`src/rtl/divisor_5b.sv`:
```
// divisor_5b: sequential 5-bit unsigned restoring divider, one quotient bit per clock,
// built around the restador subtraction stage.
module restador (
    input  logic [4:0] minuendo,
    input  logic [4:0] sustraendo,
    output logic [4:0] diferencia,
    output logic       cout
);
    assign {cout, diferencia} = {1'b1, minuendo} - {1'b0, sustraendo};
endmodule

module divisor_5b (
    input  logic       clk,
    input  logic       rst,
    input  logic       start,
    input  logic [4:0] dividendo,
    input  logic [4:0] divisor,
    output logic [4:0] cociente,
    output logic [4:0] residuo,
    output logic       busy,
    output logic       done,
    output logic       div_cero
);
    typedef enum logic [1:0] {REPOSO, CALCULO, FIN} estado_t;
    estado_t estado, sig;
    logic [4:0] r, q, d, s, t, nr, nq;
    logic [2:0] cnt;
    logic       c, acepta;
    assign s = {r[3:0], q[4]};
    restador u_res (.minuendo(s), .sustraendo(d), .diferencia(t), .cout(c));
    // r[4] set means the shifted remainder overflowed 5 bits, so it certainly exceeds d
    assign acepta = r[4] | c;
    assign nr = acepta ? t : s;
    assign nq = {q[3:0], acepta};
    assign busy = estado == CALCULO;
    assign done = estado == FIN;
    always_comb begin
        sig = REPOSO;
        sig = estado == REPOSO  ? (start ? (divisor == 5'd0 ? FIN : CALCULO) : REPOSO) :
              estado == CALCULO ? (cnt == 3'd4 ? FIN : CALCULO) : REPOSO;
    end
    always_ff @(posedge clk or posedge rst)
        if (rst) estado <= REPOSO;
        else estado <= sig;
    always_ff @(posedge clk or posedge rst) begin
        if (rst) begin
            r <= '0;
            q <= '0;
            d <= '0;
            cnt <= '0;
            cociente <= '0;
            residuo <= '0;
            div_cero <= 1'b0;
        end else if (estado == REPOSO && start) begin
            if (divisor != 5'd0) begin
                r <= '0;
                q <= dividendo;
                d <= divisor;
                cnt <= '0;
                div_cero <= 1'b0;
            end else begin
                cociente <= 5'd31;
                residuo <= dividendo;
                div_cero <= 1'b1;
            end
        end else if (estado == CALCULO) begin
            r <= nr;
            q <= nq;
            cnt <= cnt + 3'd1;
            if (cnt == 3'd4) begin
                cociente <= nq;
                residuo <= nr;
            end
        end
    end
endmodule

```
`config.mk`:
```
export PLATFORM = sky130hd
export DESIGN_NAME = divisor_5b
export DESIGN_NICKNAME = d
export VERILOG_FILES = /design/src/rtl/divisor_5b.sv
export SDC_FILE = /design/constraint.sdc
export NUM_CORES = 1
export LEC_CHECK = 0
export CORE_AREA = 2 2 81 52
export CTS_CLUSTER_SIZE = 28
export DETAILED_ROUTE_END_ITERATION = 7
export DIE_AREA = 0 0 83 54
export PLACE_DENSITY = 0.68
export RECOVER_POWER = 25
export SETUP_SLACK_MARGIN = 0.2
export SKIP_LAST_GASP = 1
export SLEW_MARGIN = 10
export SYNTH_ARGS = -nofsm -noshare
export SYNTH_HDL_FRONTEND = slang
export SYNTH_SLANG_ARGS = --single-unit
```
`constraint.sdc`:
```
create_clock -name clk -period 3.14 [get_ports clk]
set_input_delay 0.314 -clock clk [delete_from_list [all_inputs] [get_ports clk]]
set_output_delay 0.314 -clock clk [all_outputs]
set_load 0.02 [all_outputs]
```
Yosys cells after proc, flatten, opt, wreduce, memory -nomap -nowiden

Index checks and enable logic that the tools add are counted.

$add $sub $neg: 2
Equal/unequal tests: 5
Muxes and demuxes: 24
Bitwise gates (word level): 1
Reduce and logical (&&, ||, !) cells: 9

Operator list:

| kind                                                | number |
|---|---|
| two-way mux 5 bit                                   | 15 |
| two-way mux 2 bit                                   | 5 |
| two-way mux 3 bit                                   | 3 |
| subtractor 6 x 5 -> 6 bit                           | 1 |
| logical NOT 5 bit                                   | 1 |
| nonzero test 5 bit                                  | 1 |
| AND reduction 2 bit                                 | 2 |
| nonzero test 2 bit                                  | 2 |
| adder 3 x 1 -> 3 bit, second input constant         | 1 |
| equality test 3 bit, second input constant          | 1 |
| AND reduction 3 bit                                 | 1 |
| equality test 2 x 1 -> 1 bit, second input constant | 1 |
| equality test 2 bit, second input constant          | 1 |
| logical NOT 2 bit                                   | 1 |
| != test 2 x 1 -> 1 bit, second input constant       | 1 |
| != test 2 bit, second input constant                | 1 |
| logical AND 1 bit                                   | 1 |
| two-way mux 1 bit                                   | 1 |
| OR 1 bit                                            | 1 |

Register bits: 31
Bits of input ports: 13

Logic depth before layout (Yosys ltp)

Gate-level depths: netlist of the first run.

Depth after elaboration: 6
Gate-level depth with buffers: 8
Depth with buffers taken out: 8

By module

A second synthesis of the first run with hierarchy kept.

Cell total of the unflattened synthesis: 171
Area total of the unflattened synthesis: 1724.2 um^2

By module, submodules not included:

| module     | instances | cells an instance | area an instance (um^2) |
|---|---|---|---|
| divisor_5b | 1         | 142               | 1519.0 |
| restador   | 1         | 29                | 205.2 |

Worst setup path after synthesis of the first run

No wires, ideal clock.

Path type: reg-to-reg
From: register q[4]
To: register residuo[4]
Library setup time: 88 ps
Arrival time: 1754 ps
Required time: 3052 ps
Slack: 1297 ps
Cell stages (with the launch flop): 9
Period minus slack after synthesis: 1843 ps
Cell sequence: dfrtp_1 > inv_1 > ha_1 > fa_1 > nand2b_1 > a21oi_1 > xor2_1 > nand3_1 > a41oi_1

Cells in the longest elaborated chain, start to end: 6

Ends and longest elaborated chain:

| element                     | RTL line | text |
|---|---|---|
| start: declaration          | 26       | `logic [4:0] r, q, d, s, t, nr, nq;` |
| start signal: assignment    | 57       | `q <= dividendo;` |
| start signal: assignment    | 68       | `q <= nq;` |
| subtractor 6 x 5 -> 6 bit * | 9        | `assign {cout, diferencia} = {1'b1, minuendo} - {1'b0, sustraendo};` |
| OR 1 bit                    | 32       | `assign acepta = r[4] \| c;` |
| two-way mux 5 bit *         | 33       | `assign nr = acepta ? t : s;` |
| two-way mux 5 bit *         | 70       | `if (cnt == 3'd4) begin` |
| two-way mux 5 bit *         | 66       | `end else if (estado == CALCULO) begin` |
| two-way mux 5 bit *         | 54       | `end else if (estado == REPOSO && start) begin` |
| end signal: assignment      | 63       | `residuo <= dividendo;` |
| end signal: assignment      | 72       | `residuo <= nr;` |
| end: declaration            | 19       | `output logic [4:0] residuo,` |

Every way passes the cells marked *; elsewhere a longest branch is shown, timed or not. The select of a mux whose other input is x is not followed.
A chain may end at the register's enable or synchronous reset.

Worst setup path after layout of the first run

From: register estado[0]
To: output port busy

Cells in the longest elaborated chain, start to end: 1

Ends and longest elaborated chain:

| element                      | RTL line | text |
|---|---|---|
| start: declaration           | 25       | `estado_t estado, sig;` |
| start signal: assignment     | 44       | `else estado <= sig;` |
| equality test 2 x 1 -> 1 bit | 35       | `assign busy = estado == CALCULO;` |
| end: declaration             | 20       | `output logic busy,` |

Every way passes these cells.

==> impl_metrics.ini, run 1 <==
[route]
wirelength_met1_um = 1870
postRouteAntennaNets = 0
drt_iter0_markers = 41
routed.top_layer = met4
wl_per_cell_um = 14.8
routed-via-count = 1292
via_per_inst = 5.30
wl_met2_um = 1520
dr.pass1.iters = 4
drc = 0
routed_wl_um = 3610
wl_met3_um = 185

[synth]
muxShareOfSynthArea = 0.0519
synth_nets = 186
async_reset_ff_frac = 1.00
postSynthCellCount = 165
synthAdderAreaFrac = 0.0647
yosysWarnings = 0
synth_compound_area_frac = 0.159
syn_area_per_cell_sq_um = 10.1
synth-main-ff-cell = dfrtp_1
synth-simple-area-share = 0.190
ys_seq_area_frac = 0.466
synth_edf_count = 0
ys_types = 42
syn_area_sq_um = 1660
synth_top_family_by_area = simple AND/OR/NAND/NOR gates
synth_xor_area_frac = 0.0158
ys_seq_elements = 31

[setup_path]
cp.arrival_ns = 1.88
cp_cell_sequence = nor2b_1 -> clkdlybuf4s50_1
critical_path_required_ns = 2.83
crit_fanout = 6
critPathKind = reg2out
critPathSlowestCell = clkdlybuf4s50_1
cp_num_buf_inv = 1
startpoint_type = flip-flop
path_delay_family = buffers and inverters
r2r-start = r[3]
end_kind = output port
crit_start = estado[0]
critPathMaxStageDelay_ns = 0.71

[floorplan]
die_h_um = 54
die_x_um = 83
ioPinCount = 26
start_util = 0.432
rows = 18
die_area_sq_um = 4480
core_area_sq_um = 3850

[clocking]
post_cts_resized = 0
cts_setup_buffers = 0
clockBufferDepth = 2
cts_tree = built
holdBufCountCts = 0
root_buffer = clkbuf_8
h-tree-depth = 2
clock_latency_ns = 0.28
clock_sinks = 31
cts_buffers = 5
path_clk_slew_ns = 0.06

[run_status]
status = complete, but fails checks
violations = capacitance limit, slew limit

[global_route]
grt_max_degree = 32
grt.total_usage = 0.177
grt_pass1_vias = 1284
antenna_found_initial = 0
grt_pass1_wl_um = 6080
grt_overflow = 0

[placement]
placed_area_sq_um = 1950
placed_cells = 236
dp_hpwl_um = 2730
routabilityCongestion = 0.796
io_buffers = 25

[power]
leakage_uw = 0.000928
seq_power_share = 0.303
powerDensity_nw_per_um2 = 1200
ir_worst_vdd_v = 0.000522
p_int_uw = 1410
sw_frac_of_total = 0.423
combPwrFrac = 0.558
clkPwrFrac = 0.139
switchingPower_uw = 1040

[final_layout]
final_cell_mix = nand2_1 (31), dfrtp_1 (31), clkdlybuf4s50_1 (24)
area_growth_pct = 22.7
final_area_sq_um = 2040
final_nets = 214
antenna_cells = 0
drive_gt1_frac = 0.0979
fin_cells = 244

[timing]
fin_tns_setup_ns = 0
fmax_ghz = 0.456
rsz0062_at_grt = false
fin_crit_sh = 0.699
timing.hold.ws_ns = 0.505
hold_viol = 0
layout_min_cycle_time_ns = 2.19
slew_headroom = -0.117
setup_violations = 0
slew_violations = 32
tightest_slew_ns = 1.68
finClkSkew_ns = 0.00269

[run]
max_cap_viol_count = 1

[hold_path]
hold_start = div_cero
hold_path_class = reg2reg
==> registers in the layout (all words and copies together), names as in the netlist <==
signal / count
cociente: 5
d: 5
q: 5
r: 5
residuo: 5
cnt: 3
estado: 2
div_cero: 1
==> power by group through the flow <==
stage / combinational [uW] / clock, uW / sequential, uW
final: 1370 / 342 / 742
after global routing: 1540 / 362 / 769
after CTS: 1370 / 347 / 745
after detailed placement: 1370 / 0 / 751
after global placement: 1330 / 0 / 743
after floorplan: 968 / 0 / 782
==> final timing paths <==
| path | end | slack (ns) | cells past startpoint |
|---|---|---|---|
| min | div_cero | 0.51 | 2 |
| max reg2reg | residuo[0] | 1.06 | 6 |
| max | busy | 0.95 | 2 |
| min in group asynchronous | estado[0] | 1.07 | 3 |
| min reg2reg | div_cero | 0.51 | 2 |
| max in group asynchronous | cociente[0] | 1.10 | 3 |
==> stage by stage <==
stage,setup WS [ns],total power (uW),utilization
5_1_grt,0.764,2670,0.530
6_report,0.945,2450,0.530
3_5_place_dp,0.858,2120,0.505
4_1_cts,0.930,2470,0.531
3_3_place_gp,0.882,2070,0.505
2_1_floorplan,1.30,1750,-
==> tightest hold or removal path: cells and delay by family (launching register included) <==
family,cells,cell delay [ns]
simple gates,2,0.12
flops,1,0.36
==> final cells by class <==
type	instances	area, sq um
tap	50	62.6
inverter	11	41.3
clock buffer	8	100
multi-input combinational	117	801
fill	341	1810
sequential	31	776
timing repair buffer	27	262
==> per-layer routing <==
layer  track usage  vias to the layer above
li1              -                      634
met1         0.242                      621
met2         0.278                       32
met3        0.0521                        5
met4        0.0492                        0
met5             0                        -
==> cells by family after synthesis <==
family / Yosys count
compound gates: 39
simple gates: 59
mux: 8
xor+xnor: 3
fa+ha+maj: 8
buf+inv: 17
flops: 31
==> cells in the mapped netlist (2+ instances only) <==
library cell | instances | area [sq um]
mux2i_1 | 6 | 60.1
o31ai_1 | 2 | 15.0
nand3_2 | 2 | 20.0
a21oi_1 | 4 | 20.0
buf_4 | 2 | 15.0
nor2b_4 | 2 | 27.5
nand3_1 | 5 | 25.0
and2_1 | 2 | 12.5
a21boi_0 | 3 | 22.5
xnor2_1 | 2 | 17.5
nand2_1 | 31 | 116
a31oi_1 | 3 | 18.8
o21ai_1 | 11 | 55.1
nor3_1 | 2 | 10.0
nand2b_1 | 2 | 12.5
a22o_1 | 4 | 35.0
nor2_1 | 5 | 18.8
ha_1 | 7 | 87.6
o21ai_0 | 5 | 25.0
buf_6 | 2 | 22.5
nor2b_1 | 2 | 12.5
inv_1 | 11 | 41.3
dfrtp_1 | 31 | 776
Note: power is estimated with default switching activity, not from simulation.
==> inputs of run 2 (changes only) <==
PLACE_DENSITY = 0.71   (was 0.68)
clock period = 1.95 ns   (was 3.14 ns; I/O delays follow)
==> run 2 against run 1 <==
Compared with the run above: the run now ends clean; cell area grew 12%; setup slack lost 0.83 ns; largest power group unchanged; worst hold slack lost 0.0040 ns.
==> impl_metrics.ini, run 2 (same netlist as run 1, synthesis figures left out) <==
[run_status]
status = complete, no violations

[clocking]
h-tree-depth = 2
clock_sinks = 31
clockBufferDepth = 2
holdBufCountCts = 0
cts_buffers = 5
root_buffer = clkbuf_8
clock_latency_ns = 0.28
cts_tree = built
path_clk_slew_ns = 0.06

[route]
wl_per_cell_um = 15.9
drt_iter0_markers = 114
via_per_inst = 5.45
routed-via-count = 1427
postRouteAntennaNets = 0
dr.pass1.iters = 4
routed_wl_um = 4180
drc = 0

[placement]
dp_hpwl_um = 2960
placed_area_sq_um = 2050
routabilityCongestion = 0.941
io_buffers = 25

[setup_path]
r2r_end = r[3]
r2r-start = d[4]
crit_fanout = 5
critical_path_required_ns = 2.15
ff2ff_path_depth = 6
crit_start = d[4]
cp-endpoint = r[3]
end_kind = flip-flop
startpoint_type = flip-flop
critPathKind = reg2reg
r2r_setup_slack_ns = 0.12
cp.arrival_ns = 2.03

[floorplan]
die_area_sq_um = 4480
rows = 18
start_util = 0.432
core_area_sq_um = 3850
ioPinCount = 26
die_x_um = 83
die_h_um = 54

[timing]
slew_headroom = 0.474
fin_tns_setup_ns = 0
layout_min_cycle_time_ns = 1.83
setup_violations = 0
fmax_ghz = 0.546
finClkSkew_ns = 0.00554
rsz0062_at_grt = true
fin_crit_sh = 0.939
tightest_slew_ns = 0.789
hold_viol = 0
slew_violations = 0

[global_route]
grt_pass1_wl_um = 6620
grt_pass1_vias = 1353
antenna_found_initial = 0
grt_overflow = 0
grt_max_degree = 32
grt.total_usage = 0.194

[power]
ir_worst_vdd_v = 0.00104
leakage_uw = 0.00105
powerDensity_nw_per_um2 = 2030

[run]
max_cap_viol_count = 0

[final_layout]
area_growth_pct = 38.0
multi_input_area_sq_um = 920
final_common_cell = dfrtp_1
antenna_cells = 0
drive_gt1_frac = 0.292
seq_area_sq_um = 776
final_cell_mix = dfrtp_1 (31), nand2_1 (29), clkdlybuf4s50_1 (23)
final_nets = 232
fillCellCount = 322
final_area_sq_um = 2300

[hold_path]
hold_path_class = in2reg
[run 2: worst min-delay path by stage]
stage	depth (start not counted)	slack, ns	to	from
2_1_floorplan	1	0.30	cnt[0]	rst
3_3_place_gp	2	0.47	div_cero	div_cero
3_5_place_dp	1	0.49	d[4]	d[4]
4_1_cts	3	0.32	residuo[3]	rst
5_1_grt	3	0.51	residuo[3]	dividendo[3]
6_report	3	0.50	d[1]	divisor[1]
[run 2: per-layer routing]
| layer | share of wire | global-route usage | up-vias |
|---|---|---|---|
| met5 | 0 | 0 | - |
| met4 | 0 | 0.0328 | 0 |
| met3 | 0.069 | 0.0552 | 0 |
| met2 | 0.47 | 0.339 | 52 |
| met1 | 0.46 | 0.251 | 709 |
| li1 | - | - | 666 |
[run 2: power by group]
part,switching (uW),internal [uW],total (uW)
sequential,232,957,1190
combinational,1520,1470,2990
clock,237,244,481
total,1990,2670,4660
[run 2: area by class of cell]
| cell class | count | share of cell area |
|---|---|---|
| multi-input combinational | 117 | 0.401 |
| sequential | 31 | 0.338 |
| timing repair buffer | 45 | 0.180 |
| clock buffer | 5 | 0.0300 |
| tap | 50 | 0.0272 |
| inverter | 11 | 0.0180 |
| clock inverter | 3 | 0.00654 |
[run 2: what timing repair did]
item	4_1_cts	5_1_grt
setup buffers	6	2
pin swaps	10	16
resized for setup	13	14
endpoints found under the hold margin	0	0
gates cloned	0	0
setup endpoints to repair	12	12
[run 2: through the flow]
step	instances	util	hold slack [ns]	setup WS, ns	power (uW)
after floorplan	165	-	0.299	0.201	2870
after detailed placement	246	0.532	0.495	0.0282	3650
final	262	0.596	0.501	0.119	4660
after global placement	246	0.532	0.466	0.0667	3540
after global routing	262	0.596	0.515	0.00783	4990
after CTS	260	0.580	0.317	0.0630	4430
[run 2: worst max-delay path, stage by stage, from the launching register on]
cell and delay (ns):
dfrtp_1 0.38, inv_2 0.07, ha_4 0.22, a211oi_4 0.33, nor4b_2 0.10, or4b_4 0.51
o21ai_2 0.14
